[src/rtl/uart_tx_port.sv]
// uart_tx_port: Z80 I/O-mapped 8N1 serial transmitter.
// CPU OUT writes are buffered in a small FIFO and serialised on tx.
// An IN from the status register returns {5'b0, overflow, full, busy}.
//
// state | meaning
// IDLE  | line high; pops the FIFO head as soon as one is present
// START | start bit, tx=0 for DIVISOR cycles
// DATA  | eight data bits, LSB first, DIVISOR cycles each
// STOP  | stop bit, tx=1 for DIVISOR cycles
module uart_tx_port #(
   parameter int DIVISOR    = 434,
   parameter int FIFO_DEPTH = 8
) (
   input  logic       masterclk,
   input  logic       reset_n,
   input  logic       ena,
   input  logic       iowr,
   input  logic       iord,
   input  logic       addr0,
   input  logic [7:0] din,
   output logic [7:0] dout,
   output logic       tx,
   output logic       irq_n
);

   localparam int BW = $clog2(DIVISOR);
   localparam int PW = $clog2(FIFO_DEPTH);
   localparam int CW = PW + 1;

   typedef enum logic [1:0] {
      ST_IDLE,
      ST_START,
      ST_DATA,
      ST_STOP
   } state_t;

   state_t        state, state_nx;
   logic [BW-1:0] bcnt, bcnt_nx;
   logic [2:0]    bidx, bidx_nx;
   logic [7:0]    shreg, shreg_nx;
   logic          tx_nx;
   logic          pop;

   logic [7:0]    mem [FIFO_DEPTH];
   logic [PW-1:0] wr_ptr, rd_ptr;
   logic [CW-1:0] count;

   logic          wr_q, rd_q;
   logic          overflow, ovf_hold;
   logic          wr_ev, rd_ev, push;
   logic          empty, full, busy;

   assign wr_ev = ena & iowr & ~wr_q;
   assign rd_ev = ena & iord & ~rd_q;
   assign empty = (count == '0);
   assign full  = (count == CW'(FIFO_DEPTH));
   assign busy  = (state != ST_IDLE) | ~empty;
   // A full FIFO still accepts a byte when the head leaves on the same edge.
   assign push  = wr_ev & ~addr0 & (~full | pop);

   // FIFO storage; contents are don't-care once count says empty.
   always_ff @(posedge masterclk) begin
      if (push) mem[wr_ptr] <= din;
   end

   // FIFO pointers and occupancy; a simultaneous push and pop leave count unchanged.
   always_ff @(posedge masterclk) begin
      if (!reset_n) begin
         wr_ptr <= '0;
         rd_ptr <= '0;
         count  <= '0;
      end else begin
         if (push) wr_ptr <= wr_ptr + 1'b1;
         if (pop)  rd_ptr <= rd_ptr + 1'b1;
         if (push & ~pop)      count <= count + 1'b1;
         else if (pop & ~push) count <= count - 1'b1;
      end
   end

   // Bus side: strobe edge detect, registered readback, sticky overflow, interrupt.
   // ovf_hold keeps the pre-clear overflow visible for the rest of the read strobe.
   always_ff @(posedge masterclk) begin
      if (!reset_n) begin
         wr_q     <= 1'b0;
         rd_q     <= 1'b0;
         dout     <= 8'h00;
         overflow <= 1'b0;
         ovf_hold <= 1'b0;
         irq_n    <= 1'b0;
      end else begin
         wr_q <= ena & iowr;
         rd_q <= ena & iord;
         if (ena & iord & addr0)
            dout <= {5'b0, (rd_q ? ovf_hold : overflow), full, busy};
         else
            dout <= 8'h00;
         if (rd_ev) ovf_hold <= overflow;
         if (wr_ev & ~addr0 & full & ~pop) overflow <= 1'b1;
         else if (rd_ev & addr0)           overflow <= 1'b0;
         irq_n <= ~(empty & (state == ST_IDLE));
      end
   end

   // Transmit FSM state register; tx is registered from the next-state decode.
   always_ff @(posedge masterclk) begin
      if (!reset_n) begin
         state <= ST_IDLE;
         bcnt  <= '0;
         bidx  <= '0;
         shreg <= '0;
         tx    <= 1'b1;
      end else begin
         state <= state_nx;
         bcnt  <= bcnt_nx;
         bidx  <= bidx_nx;
         shreg <= shreg_nx;
         tx    <= tx_nx;
      end
   end

   // Transmit FSM next-state, baud timing, FIFO pop and line level.
   always_comb begin
      state_nx = state;
      bcnt_nx  = bcnt;
      bidx_nx  = bidx;
      shreg_nx = shreg;
      pop      = 1'b0;
      tx_nx    = 1'b1;
      case (state)
         ST_IDLE: begin
            if (!empty) begin
               pop      = 1'b1;
               shreg_nx = mem[rd_ptr];
               bcnt_nx  = BW'(DIVISOR - 1);
               state_nx = ST_START;
            end
         end
         ST_START: begin
            if (bcnt == '0) begin
               bcnt_nx  = BW'(DIVISOR - 1);
               bidx_nx  = 3'd0;
               state_nx = ST_DATA;
            end else begin
               bcnt_nx = bcnt - 1'b1;
            end
         end
         ST_DATA: begin
            if (bcnt == '0) begin
               bcnt_nx = BW'(DIVISOR - 1);
               if (bidx == 3'd7) state_nx = ST_STOP;
               else              bidx_nx  = bidx + 3'd1;
            end else begin
               bcnt_nx = bcnt - 1'b1;
            end
         end
         ST_STOP: begin
            if (bcnt == '0) state_nx = ST_IDLE;
            else            bcnt_nx  = bcnt - 1'b1;
         end
         default: state_nx = ST_IDLE;
      endcase
      case (state_nx)
         ST_START: tx_nx = 1'b0;
         ST_DATA:  tx_nx = shreg_nx[bidx_nx];
         default:  tx_nx = 1'b1;
      endcase
   end

endmodule
[config.mk]
export PLATFORM = sky130hd
export DESIGN_NAME = uart_tx_port
export DESIGN_NICKNAME = d
export VERILOG_FILES = /design/src/rtl/uart_tx_port.sv
export SDC_FILE = /design/constraint.sdc
export NUM_CORES = 1
export LEC_CHECK = 0
export CAP_MARGIN = 0
export CELL_PAD_IN_SITES_DETAIL_PLACEMENT = 1
export CELL_PAD_IN_SITES_GLOBAL_PLACEMENT = 1
export CORE_ASPECT_RATIO = 1.2
export CORE_MARGIN = 2
export CORE_UTILIZATION = 44
export CTS_CLUSTER_SIZE = 10
export DETAILED_ROUTE_END_ITERATION = 10
export PLACE_DENSITY_LB_ADDON = 0.1
export SYNTH_ARGS = -nofsm -noshare
export SYNTH_HDL_FRONTEND = slang
export SYNTH_SLANG_ARGS = --single-unit
[constraint.sdc]
create_clock -name masterclk -period 3 [get_ports masterclk]
set_clock_uncertainty 0.2 [all_clocks]
set_input_delay 0.6 -clock masterclk [delete_from_list [all_inputs] [get_ports masterclk]]
set_output_delay 0.6 -clock masterclk [all_outputs]
set_load 0.01 [all_outputs]
Word level (Yosys, flattened, before mapping)
Memories as Yosys holds them, arrays and structs flattened. A register that Yosys moved wholly into a read port is not among the register bits.
Cells that the tools add are included.
{"block": "totals", "regBits": 46, "ram_bits": 64, "out_inout_bits": 10, "word_cells": 94, "n_memories": 1}
{"name": "mem", "depth": 8, "word_bits": 8, "read_ports": 1, "rd_ports_with_merged_regs": 1, "wr": 1, "line_no": "44", "rtl": "logic [7:0] mem [FIFO_DEPTH];"}
{"block": "op_classes", "addsub": 6, "order_cmp": 1, "eq_ne": 9, "n_mux": 30, "n_bitwise": 23, "reduce_logical": 9}
{"operator": "9-bit two-way mux", "count": 3}
{"operator": "9-bit one-hot mux with 3 select lines", "count": 1}
{"operator": "8-bit two-way mux", "count": 2}
{"operator": "3-bit two-way mux", "count": 5}
{"operator": "1-bit bitwise AND", "count": 13}
{"operator": "2-bit two-way mux", "count": 5}
{"operator": "3-bit by 1-bit adder with 3-bit output, second input constant", "count": 3}
{"operator": "9-bit zero test", "count": 1}
{"operator": "9-bit by 1-bit subtractor with 9-bit output, second input constant", "count": 1}
{"operator": "1-bit two-way mux", "count": 8}
{"operator": "4-bit two-way mux", "count": 2}
{"operator": "1-bit NOT", "count": 8}
{"operator": "2-bit one-hot mux with 4 select lines", "count": 1}
{"operator": "2-bit == test, second input constant", "count": 3}
{"operator": "3-bit one-hot mux with 2 select lines", "count": 1}
{"operator": "2-bit nonzero test", "count": 3}
{"operator": "4-bit by 1-bit adder with 4-bit output, second input constant", "count": 1}
{"operator": "2-bit by 1-bit == test with 1-bit output, second input constant", "count": 2}
{"operator": "4-bit == test, second input constant", "count": 1}
{"operator": "4-bit zero test", "count": 1}
{"operator": "3-bit by 4-bit less-than comparator with 1-bit output, second input constant", "count": 1}
{"operator": "2-bit inequality test, second input constant", "count": 2}
{"operator": "2-bit AND reduction", "count": 2}
{"operator": "4-bit by 1-bit subtractor with 4-bit output, second input constant", "count": 1}
{"operator": "other kinds (6)", "count": 7}

Longest topological paths before layout
Gate-level depths: netlist of run 1.
{"block": "depth", "word_depth": 9, "ltp_mapped": 13, "depth_no_buf": 12}

Least setup slack after synthesis of run 1
Ideal clock, no wire load.
{"block": "synth_path", "path_kind": "register to register", "startpoint": "register state[0]", "endpoint": "register count[3]", "setup_ns": 0.070, "arrival_time_ns": 2.542, "path_slack_ns": 0.188, "stages_incl_launch_ff": 13, "synth_period_minus_slack_ns": 2.812, "path_cell_list": "dfxtp_1 > inv_1 > ha_1 > o21ai_1 > inv_1 > ha_1 > inv_1 > ha_1 > a21o_1 > a21oi_1 > xnor2_1 > or3_1 > a21oi_1"}
{"block": "synth_via", "elab_chain_cells": 7, "word_cells_on_any_way": 10, "classes_between": "mux (2); bitwise (6); reduce/logical (2)"}
{"item": "start: declaration", "line_no": "37", "rtl": "state_t state, state_nx;"}
{"item": "start signal: assignment", "line_no": "113", "rtl": "state <= state_nx;"}
{"item": "2-bit zero test (*)", "line_no": "129", "rtl": "case (state)"}
{"item": "1-bit two-way mux (*)", "line_no": "129"}
{"item": "1-bit bitwise OR (*)", "line_no": "59", "rtl": "assign push = wr_ev & ~addr0 & (~full | pop);"}
{"item": "1-bit bitwise AND (*)", "line_no": "59"}
{"item": "named net push", "line_no": "50", "rtl": "logic wr_ev, rd_ev, push;"}
{"item": "1-bit NOT", "line_no": "76", "rtl": "else if (pop & ~push) count <= count - 1'b1;"}
{"item": "1-bit bitwise AND", "line_no": "76"}
{"item": "2-bit nonzero test (no line)"}
{"item": "end signal: assignment", "line_no": "75", "rtl": "if (push & ~pop) count <= count + 1'b1;"}
{"item": "end signal: assignment", "line_no": "76"}
{"item": "end: declaration", "line_no": "46", "rtl": "logic [CW-1:0] count;"}
The timed path passes the listed nets; every way through them passes the cells marked *.
A chain may end at the register's enable or synchronous reset.

Worst setup path in the final report of run 1
{"block": "layout_path", "startpoint": "input ena", "endpoint": "register count[3]"}
{"block": "layout_via", "elab_chain_cells": 7, "word_cells_on_any_way": 9, "classes_between": "mux (1); bitwise (7); reduce/logical (1)"}
{"item": "start: declaration", "line_no": "16", "rtl": "input logic ena,"}
{"item": "1-bit bitwise AND (*) (2 in series)", "line_no": "53", "rtl": "assign wr_ev = ena & iowr & ~wr_q;"}
{"item": "1-bit bitwise AND (*) (2 in series)", "line_no": "59"}
{"item": "named net push", "line_no": "50"}
{"item": "1-bit NOT", "line_no": "76"}
{"item": "1-bit bitwise AND", "line_no": "76"}
{"item": "2-bit nonzero test (no line)"}
Marked as above.

==> results of run 1 <==
## cells by family (layout without fill, tap and decap cells)
family	count (synthesis)	count (layout)	share of synthesized area
adder cells (fa/ha/maj)	14	14	0.0396
XOR/XNOR	11	11	0.0209
AND/OR/NAND/NOR	115	115	0.119
buffers and inverters	26	71	0.0326
other	1	5	0.000814
AO/OA/AOI/OAI	54	54	0.0863
flip-flops	108	108	0.608
multiplexers	22	22	0.0926
## path summary, 6_finish.rpt
path              startpoint  endpoint  depth (start not counted)
hold reg to reg     overflow  ovf_hold                          2
hold / removal      overflow  ovf_hold                          2
setup / recovery         ena  count[3]                         13
setup reg to reg    state[1]  count[3]                         12
## layout make-up
cell class | count | share of cell area
sequential | 108 | 0.520
multi-input combinational | 221 | 0.314
timing repair buffer | 46 | 0.0725
clock buffer | 9 | 0.0418
tap | 126 | 0.0293
clock inverter | 7 | 0.0156
inverter | 9 | 0.00627
## layout by cell type, fill, tap and decap left out, drive strengths merged, types with 3 or more instances in the layout
| master | count |
|---|---|
| and2 | 4 |
| a221oi | 8 |
| edfxtp | 64 |
| nor4 | 6 |
| xor2 | 5 |
| o21ai | 9 |
| clkdlybuf4s50 | 18 |
| ha | 13 |
| nor2 | 48 |
| mux2i | 4 |
| nand2b | 3 |
| a21o | 3 |
| nand3 | 3 |
| buf | 28 |
| o221a | 3 |
| mux4 | 16 |
| nand2 | 29 |
| dfxtp | 44 |
| xnor2 | 6 |
| inv | 11 |
| conb | 5 |
| and3 | 9 |
| a21oi | 17 |
| nor3 | 7 |
| clkinv | 3 |
| clkbuf | 9 |
| a211oi | 4 |
## metrics by stage
step / power, mW / std cells / TNS (ns)
6_report: 4.64 / 526 / 0
4_1_cts: 4.70 / 525 / 0
2_1_floorplan: 3.04 / 355 / 0
3_5_place_dp: 3.46 / 509 / -0.351
5_1_grt: 4.93 / 526 / 0
3_3_place_gp: 3.41 / 509 / -0.143
## power by group
group / total, mW / switching (mW) / internal [mW] / leakage (nW)
Combinational: 1.54 / 0.823 / 0.713 / 0.854
Sequential: 1.90 / 0.159 / 1.74 / 0.937
Clock: 1.21 / 0.547 / 0.661 / 0.148
## layer usage
layer  GRT usage  share of wire  wire length, microns  up-vias
met3      0.0245          0.020                   189       14
met5           0              0                     0        -
met2       0.344           0.55                  5230       30
met4      0.0833          0.021                   199        0
li1            -              -                     -     1387
met1       0.200           0.41                  3850     1449
## what timing repair did
action                                  CTS  global route
gates resized for setup                   0             6
endpoints found under the hold margin     0             0
endpoints found under the setup margin    0             1
setup buffers                             0             1
## synthesized netlist by cell type (all sizes together)
cell | number | share of area
o221a | 3 | 0.0073
mux2 | 2 | 0.0057
a22oi | 1 | 0.0016
a21oi | 17 | 0.018
a211oi | 4 | 0.0065
xor2 | 5 | 0.0095
buf | 15 | 0.024
o211ai | 1 | 0.0016
nor4b | 2 | 0.0052
conb | 1 | 0.00081
mux2i | 4 | 0.0087
o41a | 1 | 0.0024
nor3 | 7 | 0.0076
a221oi | 8 | 0.020
nor2b | 1 | 0.0014
inv | 9 | 0.0073
a21o | 3 | 0.0052
a221o | 2 | 0.0043
a32oi | 2 | 0.0038
nor2 | 48 | 0.039
nand4b | 1 | 0.0019
and3 | 9 | 0.012
o211a | 1 | 0.0022
o21ai | 9 | 0.0098
mux4 | 16 | 0.078
fa | 1 | 0.0043
nand3 | 3 | 0.0033
nand2 | 29 | 0.025
xnor2 | 6 | 0.011
nand2b | 3 | 0.0041
ha | 13 | 0.035
nor4 | 6 | 0.011
edfxtp | 64 | 0.42
or3 | 2 | 0.0027
dfxtp | 44 | 0.19
and2 | 4 | 0.0054
a31oi | 2 | 0.0027
clkbuf | 2 | 0.0016
## state kept, by name, indices dropped and copies added, names as in the netlist, 2 cells and up, named ones only
| signal | flops |
|---|---|
| dout | 3 |
| state | 2 |
| bidx | 3 |
| wr_ptr | 3 |
| count | 4 |
| rd_ptr | 3 |
| bcnt | 9 |
| mem | 64 |
| shreg | 8 |
## worst min-delay path: stages (launching register included)
cell and delay (ns):
sky130_fd_sc_hd__dfxtp_1 0.33, sky130_fd_sc_hd__nand2_1 0.06, sky130_fd_sc_hd__a21oi_1 0.05
==> flow_results.xml, run 1 <==
<?xml version="1.0" encoding="UTF-8"?>
<metrics>
  <group name="sta">
    <metric name="rsz0062_at_grt" unit="">no</metric>
    <metric name="timing.final.hold_violations" unit="">0</metric>
    <metric name="max_freq" unit="MHz">346</metric>
    <metric name="final_period_minus_worst_setup_slack" unit="ns">2.89</metric>
    <metric name="finalCritPeriodShare" unit="">0.964</metric>
    <metric name="finalSetupViolCount" unit="">0</metric>
    <metric name="holdWs" unit="ns">0.275</metric>
    <metric name="postLayoutSetupSlackWorst" unit="ns">0.108</metric>
    <metric name="timing.max_slew.rel_slack" unit="">0.545</metric>
    <metric name="tightestPinTransition" unit="ns">0.673</metric>
    <metric name="timing_max_transition_violations_final" unit="">0</metric>
  </group>
  <group name="synthesis">
    <metric name="synth-seq-area-share" unit="">0.608</metric>
    <metric name="post_synth_inst_count" unit="">351</metric>
    <metric name="synth_cell_type_count" unit="">50</metric>
    <metric name="avgSynthCellArea" unit="sq um">13.1</metric>
    <metric name="synthesis.yosys.warnings" unit="">0</metric>
    <metric name="cell_area_after_synthesis" unit="sq mm">0.00461</metric>
    <metric name="ys_ff_latch" unit="">108</metric>
  </group>
  <group name="worst_setup_path">
    <metric name="worst-path-buf-inv" unit="">3</metric>
    <metric name="cp.required" unit="ns">3.08</metric>
    <metric name="critical_path_arrival" unit="ns">2.98</metric>
    <metric name="crit_path_start_kind" unit="">primary input</metric>
    <metric name="critPathMaxFanout" unit="">2</metric>
    <metric name="critical_setup_path_class" unit="">primary input to flop</metric>
    <metric name="critPathTopFamily" unit="">buffers and inverters</metric>
    <metric name="cp-end-kind" unit="">flop</metric>
    <metric name="setup_slack_reg_to_reg" unit="ns">0.26</metric>
    <metric name="max_stage_delay" unit="ns">0.50</metric>
    <metric name="path_cells" unit="">clkdlybuf4s50_1, nand2_2, nor3_4, o21ai_1, inv_1, ha_2, inv_1, ha_1, a21o_1, a21oi_2, xnor2_1, or3_1, a21oi_2</metric>
    <metric name="critical_path.slowest_cell" unit="">sky130_fd_sc_hd__clkdlybuf4s50_1</metric>
  </group>
  <group name="cells_and_area">
    <metric name="antenna_cells" unit="">0</metric>
    <metric name="multi_input_area" unit="sq mm">0.00169</metric>
    <metric name="final_layout_size_suffix_gt1_frac" unit="">0.195</metric>
    <metric name="layout-area-overhead-vs-synth" unit="%">16.9</metric>
    <metric name="final-seq-area" unit="sq mm">0.00280</metric>
    <metric name="fillers" unit="">1025</metric>
    <metric name="finish.utilization" unit="">0.533</metric>
    <metric name="nNetsFinal" unit="">423</metric>
    <metric name="finish.instance_area" unit="sq mm">0.00539</metric>
  </group>
  <group name="drt">
    <metric name="antenna_violating_nets_post_route" unit="">0</metric>
    <metric name="wirelength" unit="microns">9470</metric>
    <metric name="drt_iter0_markers" unit="">81</metric>
    <metric name="viasPerCell" unit="">5.48</metric>
    <metric name="detailroute.via_count" unit="">2880</metric>
    <metric name="drcViolationCount" unit="">0</metric>
    <metric name="firstDrtPassIters" unit="">4</metric>
    <metric name="wl_per_cell" unit="microns">18.0</metric>
  </group>
  <group name="global_routing">
    <metric name="global_routing_usage_summed_across_all_routing_layers" unit="">0.180</metric>
    <metric name="grt_antenna_before_repair" unit="">0</metric>
    <metric name="grt_pass1_vias" unit="">3132</metric>
    <metric name="grt_overflow" unit="">0</metric>
    <metric name="largest_net_degree_at_the_start_of_global_routing" unit="">20</metric>
    <metric name="grt_first_pass_wirelength" unit="microns">15700</metric>
  </group>
  <group name="floorplan">
    <metric name="fp-row-count" unit="">40</metric>
    <metric name="boundaryPins" unit="">24</metric>
    <metric name="dieHeight" unit="microns">116</metric>
    <metric name="fp.dieArea" unit="sq mm">0.0113</metric>
    <metric name="die_w" unit="microns">97.4</metric>
    <metric name="design.core.area" unit="sq mm">0.0101</metric>
    <metric name="initial_cell_density_of_the_core" unit="">0.456</metric>
  </group>
  <group name="placed_design">
    <metric name="place.gp.congestion" unit="">0.754</metric>
    <metric name="place_worst_setup_slack" unit="ns">-0.265</metric>
    <metric name="placedInstanceArea" unit="sq mm">0.00505</metric>
    <metric name="io_buffer_count" unit="">18</metric>
    <metric name="dp.final_hpwl" unit="microns">6840</metric>
  </group>
  <group name="cts">
    <metric name="cts_root_buffer" unit="">sky130_fd_sc_hd__clkbuf_16</metric>
    <metric name="cts_tree" unit="">yes</metric>
    <metric name="worst_skew_pair.late_latency" unit="ns">0.35</metric>
    <metric name="clk_transition_reported_paths" unit="ns">0.07</metric>
    <metric name="hold_buffers" unit="">0</metric>
    <metric name="cts_buf_count" unit="">9</metric>
    <metric name="htreeDepth" unit="">3</metric>
    <metric name="cts_max_path_buffers" unit="">2</metric>
    <metric name="numClockSinks" unit="">108</metric>
  </group>
  <group name="status">
    <metric name="status" unit="">finished, final reports clean</metric>
  </group>
  <group name="hold_path">
    <metric name="min_path_type" unit="">flop to flop</metric>
  </group>
  <group name="pwr">
    <metric name="peakVddDrop" unit="V">0.000377</metric>
    <metric name="cell_area_power_density" unit="mW/mm^2">861</metric>
    <metric name="power.leakage" unit="nW">1.94</metric>
  </group>
  <group name="flow_run">
    <metric name="max_capacitance_violation_count" unit="">0</metric>
  </group>
</metrics>
No activity file was read; power rests on OpenSTA's default activity.
==> inputs of run 2 (changes only) <==
--- a/config.mk
+++ b/config.mk
@@ -14,6 +14,7 @@
 export CTS_CLUSTER_SIZE = 10
 export DETAILED_ROUTE_END_ITERATION = 10
 export PLACE_DENSITY_LB_ADDON = 0.1
+export SETUP_SLACK_MARGIN = 0.4
 export SYNTH_ARGS = -nofsm -noshare
 export SYNTH_HDL_FRONTEND = slang
 export SYNTH_SLANG_ARGS = --single-unit
==> constraint.sdc (replaced) <==
create_clock -name masterclk -period 3 [get_ports masterclk]
set_clock_uncertainty 0.2 [all_clocks]
set_input_delay 0.45 -clock masterclk [delete_from_list [all_inputs] [get_ports masterclk]]
set_output_delay 0.45 -clock masterclk [all_outputs]
set_load 0.01 [all_outputs]
==> flow_results.xml, run 2 (synthesis gave the netlist of run 1 again) <==
<?xml version="1.0" encoding="UTF-8"?>
<metrics>
  <group name="placed_design">
    <metric name="place.gp.congestion" unit="">0.718</metric>
    <metric name="dp.final_hpwl" unit="microns">6460</metric>
    <metric name="io_buffer_count" unit="">18</metric>
    <metric name="place_worst_setup_slack" unit="ns">-0.102</metric>
    <metric name="placedInstanceArea" unit="sq mm">0.00502</metric>
  </group>
  <group name="cells_and_area">
    <metric name="nNetsFinal" unit="">429</metric>
    <metric name="finish.utilization" unit="">0.550</metric>
    <metric name="top_registers" unit="">mem x64, bcnt x9, shreg x8</metric>
    <metric name="largest_reg_flops" unit="">64</metric>
    <metric name="most_common_cell_after_layout_fill_and_taps_aside" unit="">sky130_fd_sc_hd__edfxtp_1</metric>
    <metric name="layout-area-overhead-vs-synth" unit="%">20.8</metric>
    <metric name="final_layout_size_suffix_gt1_frac" unit="">0.254</metric>
    <metric name="mostFrequentLayoutCells" unit="">sky130_fd_sc_hd__edfxtp_1, sky130_fd_sc_hd__nor2_1, sky130_fd_sc_hd__dfxtp_1, sky130_fd_sc_hd__buf_4, sky130_fd_sc_hd__nand2_1</metric>
    <metric name="antenna_cells" unit="">0</metric>
    <metric name="largest-register" unit="">mem</metric>
    <metric name="finish.instance_area" unit="sq mm">0.00557</metric>
  </group>
  <group name="sta">
    <metric name="postLayoutSetupSlackWorst" unit="ns">0.463</metric>
    <metric name="finalSetupViolCount" unit="">0</metric>
    <metric name="rsz0062_at_grt" unit="">yes</metric>
    <metric name="max_freq" unit="MHz">394</metric>
    <metric name="timing.max_slew.rel_slack" unit="">0.576</metric>
    <metric name="final_period_minus_worst_setup_slack" unit="ns">2.54</metric>
    <metric name="finalCritPeriodShare" unit="">0.846</metric>
    <metric name="holdWs" unit="ns">0.285</metric>
    <metric name="timing.final.hold_violations" unit="">0</metric>
    <metric name="timing_max_transition_violations_final" unit="">0</metric>
    <metric name="tightestPinTransition" unit="ns">0.628</metric>
  </group>
  <group name="drt">
    <metric name="detailroute.via_count" unit="">2924</metric>
    <metric name="wl_per_cell" unit="microns">17.6</metric>
    <metric name="viasPerCell" unit="">5.50</metric>
    <metric name="firstDrtPassIters" unit="">4</metric>
    <metric name="antenna_violating_nets_post_route" unit="">0</metric>
    <metric name="drcViolationCount" unit="">0</metric>
    <metric name="drt_iter0_markers" unit="">110</metric>
    <metric name="wirelength" unit="microns">9380</metric>
  </group>
  <group name="pwr">
    <metric name="peakVddDrop" unit="V">0.000434</metric>
    <metric name="power.total" unit="mW">4.78</metric>
    <metric name="power_report.internal_total" unit="mW">3.18</metric>
    <metric name="cell_area_power_density" unit="mW/mm^2">860</metric>
    <metric name="power.switching" unit="mW">1.61</metric>
    <metric name="sequentialPowerShare" unit="">0.400</metric>
    <metric name="swShare" unit="">0.336</metric>
    <metric name="p_clk_frac" unit="">0.240</metric>
    <metric name="power.combinational.fraction" unit="">0.359</metric>
    <metric name="power.leakage" unit="nW">2.01</metric>
  </group>
  <group name="worst_setup_path">
    <metric name="crit_path_start_kind" unit="">flop</metric>
    <metric name="cp.required" unit="ns">3.07</metric>
    <metric name="critical_path_arrival" unit="ns">2.60</metric>
    <metric name="r2r-start" unit="">count[0]</metric>
    <metric name="critical_path.endpoint" unit="">count[3]</metric>
    <metric name="startpoint" unit="">count[0]</metric>
    <metric name="critical_setup_path_class" unit="">flop to flop</metric>
    <metric name="setup_slack_reg_to_reg" unit="ns">0.46</metric>
    <metric name="max_stage_delay" unit="ns">0.38</metric>
    <metric name="critPathTopFamily" unit="">simple AND/OR/NAND/NOR gates</metric>
    <metric name="critPathMaxFanout" unit="">6</metric>
    <metric name="most_repeated_library_cell_on_the_critical_path" unit="">sky130_fd_sc_hd__ha_4</metric>
    <metric name="path_cells" unit="">nor3_1, nand2_1, o21ai_4, inv_2, ha_4, inv_4, ha_4, a21o_1, a21oi_2, xnor2_1, or3_1, a21oi_1</metric>
    <metric name="worstRegToRegCells" unit="">12</metric>
    <metric name="cp-end-kind" unit="">flop</metric>
    <metric name="critical_path_depth" unit="">12</metric>
    <metric name="worst-path-buf-inv" unit="">2</metric>
    <metric name="critical_path.slowest_cell" unit="">sky130_fd_sc_hd__dfxtp_4</metric>
    <metric name="capture_point_of_the_worst_reg_to_reg_path" unit="">count[3]</metric>
  </group>
  <group name="global_routing">
    <metric name="global_routing_usage_summed_across_all_routing_layers" unit="">0.170</metric>
    <metric name="largest_net_degree_at_the_start_of_global_routing" unit="">29</metric>
    <metric name="grt_pass1_vias" unit="">2970</metric>
    <metric name="grt_overflow" unit="">0</metric>
    <metric name="grt_first_pass_wirelength" unit="microns">15100</metric>
    <metric name="grt_antenna_before_repair" unit="">0</metric>
  </group>
  <group name="cts">
    <metric name="clk_transition_reported_paths" unit="ns">0.07</metric>
    <metric name="cts_buf_count" unit="">9</metric>
    <metric name="cts_root_buffer" unit="">sky130_fd_sc_hd__clkbuf_16</metric>
    <metric name="numClockSinks" unit="">108</metric>
    <metric name="cts_max_path_buffers" unit="">2</metric>
    <metric name="cts_tree" unit="">yes</metric>
    <metric name="worst_skew_pair.late_latency" unit="ns">0.34</metric>
    <metric name="htreeDepth" unit="">3</metric>
  </group>
  <group name="floorplan">
    <metric name="die_w" unit="microns">97.4</metric>
    <metric name="initial_cell_density_of_the_core" unit="">0.456</metric>
    <metric name="fp.dieArea" unit="sq mm">0.0113</metric>
    <metric name="dieHeight" unit="microns">116</metric>
    <metric name="design.core.area" unit="sq mm">0.0101</metric>
    <metric name="boundaryPins" unit="">24</metric>
    <metric name="fp-row-count" unit="">40</metric>
  </group>
  <group name="hold_path">
    <metric name="min_path_type" unit="">flop to flop</metric>
  </group>
  <group name="status">
    <metric name="status" unit="">finished, final reports clean</metric>
  </group>
  <group name="flow_run">
    <metric name="max_capacitance_violation_count" unit="">0</metric>
  </group>
</metrics>
run 2: changes by cell type in the layout (fill, tap and decap cells not counted), sizes merged:
cell           previous run  this run
bufinv                    1         0
dlymetal6s2s              0         2
dlygate4sd2               0         1
clkdlybuf4s50            18        15
inv                      11        13
buf                      28        34
clkinv                    3         2
run 2: repair_timing:
| action | 4_1_cts | 5_1_grt |
|---|---|---|
| setup buffers | 4 | 12 |
| resized for setup | 13 | 21 |
| hold buffers | 0 | 0 |
| endpoints found under the setup margin | 3 | 3 |
| pin swaps | 5 | 12 |
run 2: power groups by stage:
| stage | Clock (mW) | Combinational (mW) | Sequential (mW) |
|---|---|---|---|
| global placement | 0 | 1.47 | 1.93 |
| global route | 1.24 | 1.92 | 1.94 |
| floorplan | 0 | 1.18 | 1.89 |
| CTS | 1.18 | 1.54 | 1.90 |
| detailed placement | 0 | 1.50 | 1.93 |
| finish | 1.15 | 1.72 | 1.92 |
run 2: how the worst min path moves through the flow:
stage	slack (ns)	startpoint	endpoint	cells past startpoint
after floorplan	0.24	overflow	ovf_hold	2
after global placement	0.26	ovf_hold	ovf_hold	2
after detailed placement	0.28	ovf_hold	ovf_hold	2
after CTS	0.29	ovf_hold	ovf_hold	2
after global routing	0.31	iowr	wr_q	4
final	0.29	ovf_hold	ovf_hold	2
run 2: layout make-up:
cell class | count | area [sq um]
Fill cell | 1000 | 4540
Timing Repair Buffer | 52 | 477
Tap cell | 126 | 158
Clock inverter | 7 | 62.6
Inverter | 9 | 46.3
Sequential cell | 108 | 2820
Clock buffer | 9 | 225
Multi-Input combinational cell | 221 | 1780
run 2: worst min-delay path, stage by stage (launching register included):
cell	delay [ns]
sky130_fd_sc_hd__dfxtp_1	0.31
sky130_fd_sc_hd__o21ai_0	0.07
sky130_fd_sc_hd__a21oi_1	0.06
run 2: stage by stage:
step,setup TNS (ns),instances
detailed placement,-0.102,500
finish,0,532
CTS,0,520
floorplan,0,355
global route,0,532
global placement,-0.00221,500
run 2: per-layer routing:
metal  track usage  wire [microns]  up-vias
met2         0.310            4990       25
met1         0.211            4120     1492
li1              -               -     1403
met5             0               0        -
met4        0.0417              74        0
met3        0.0341             200        4
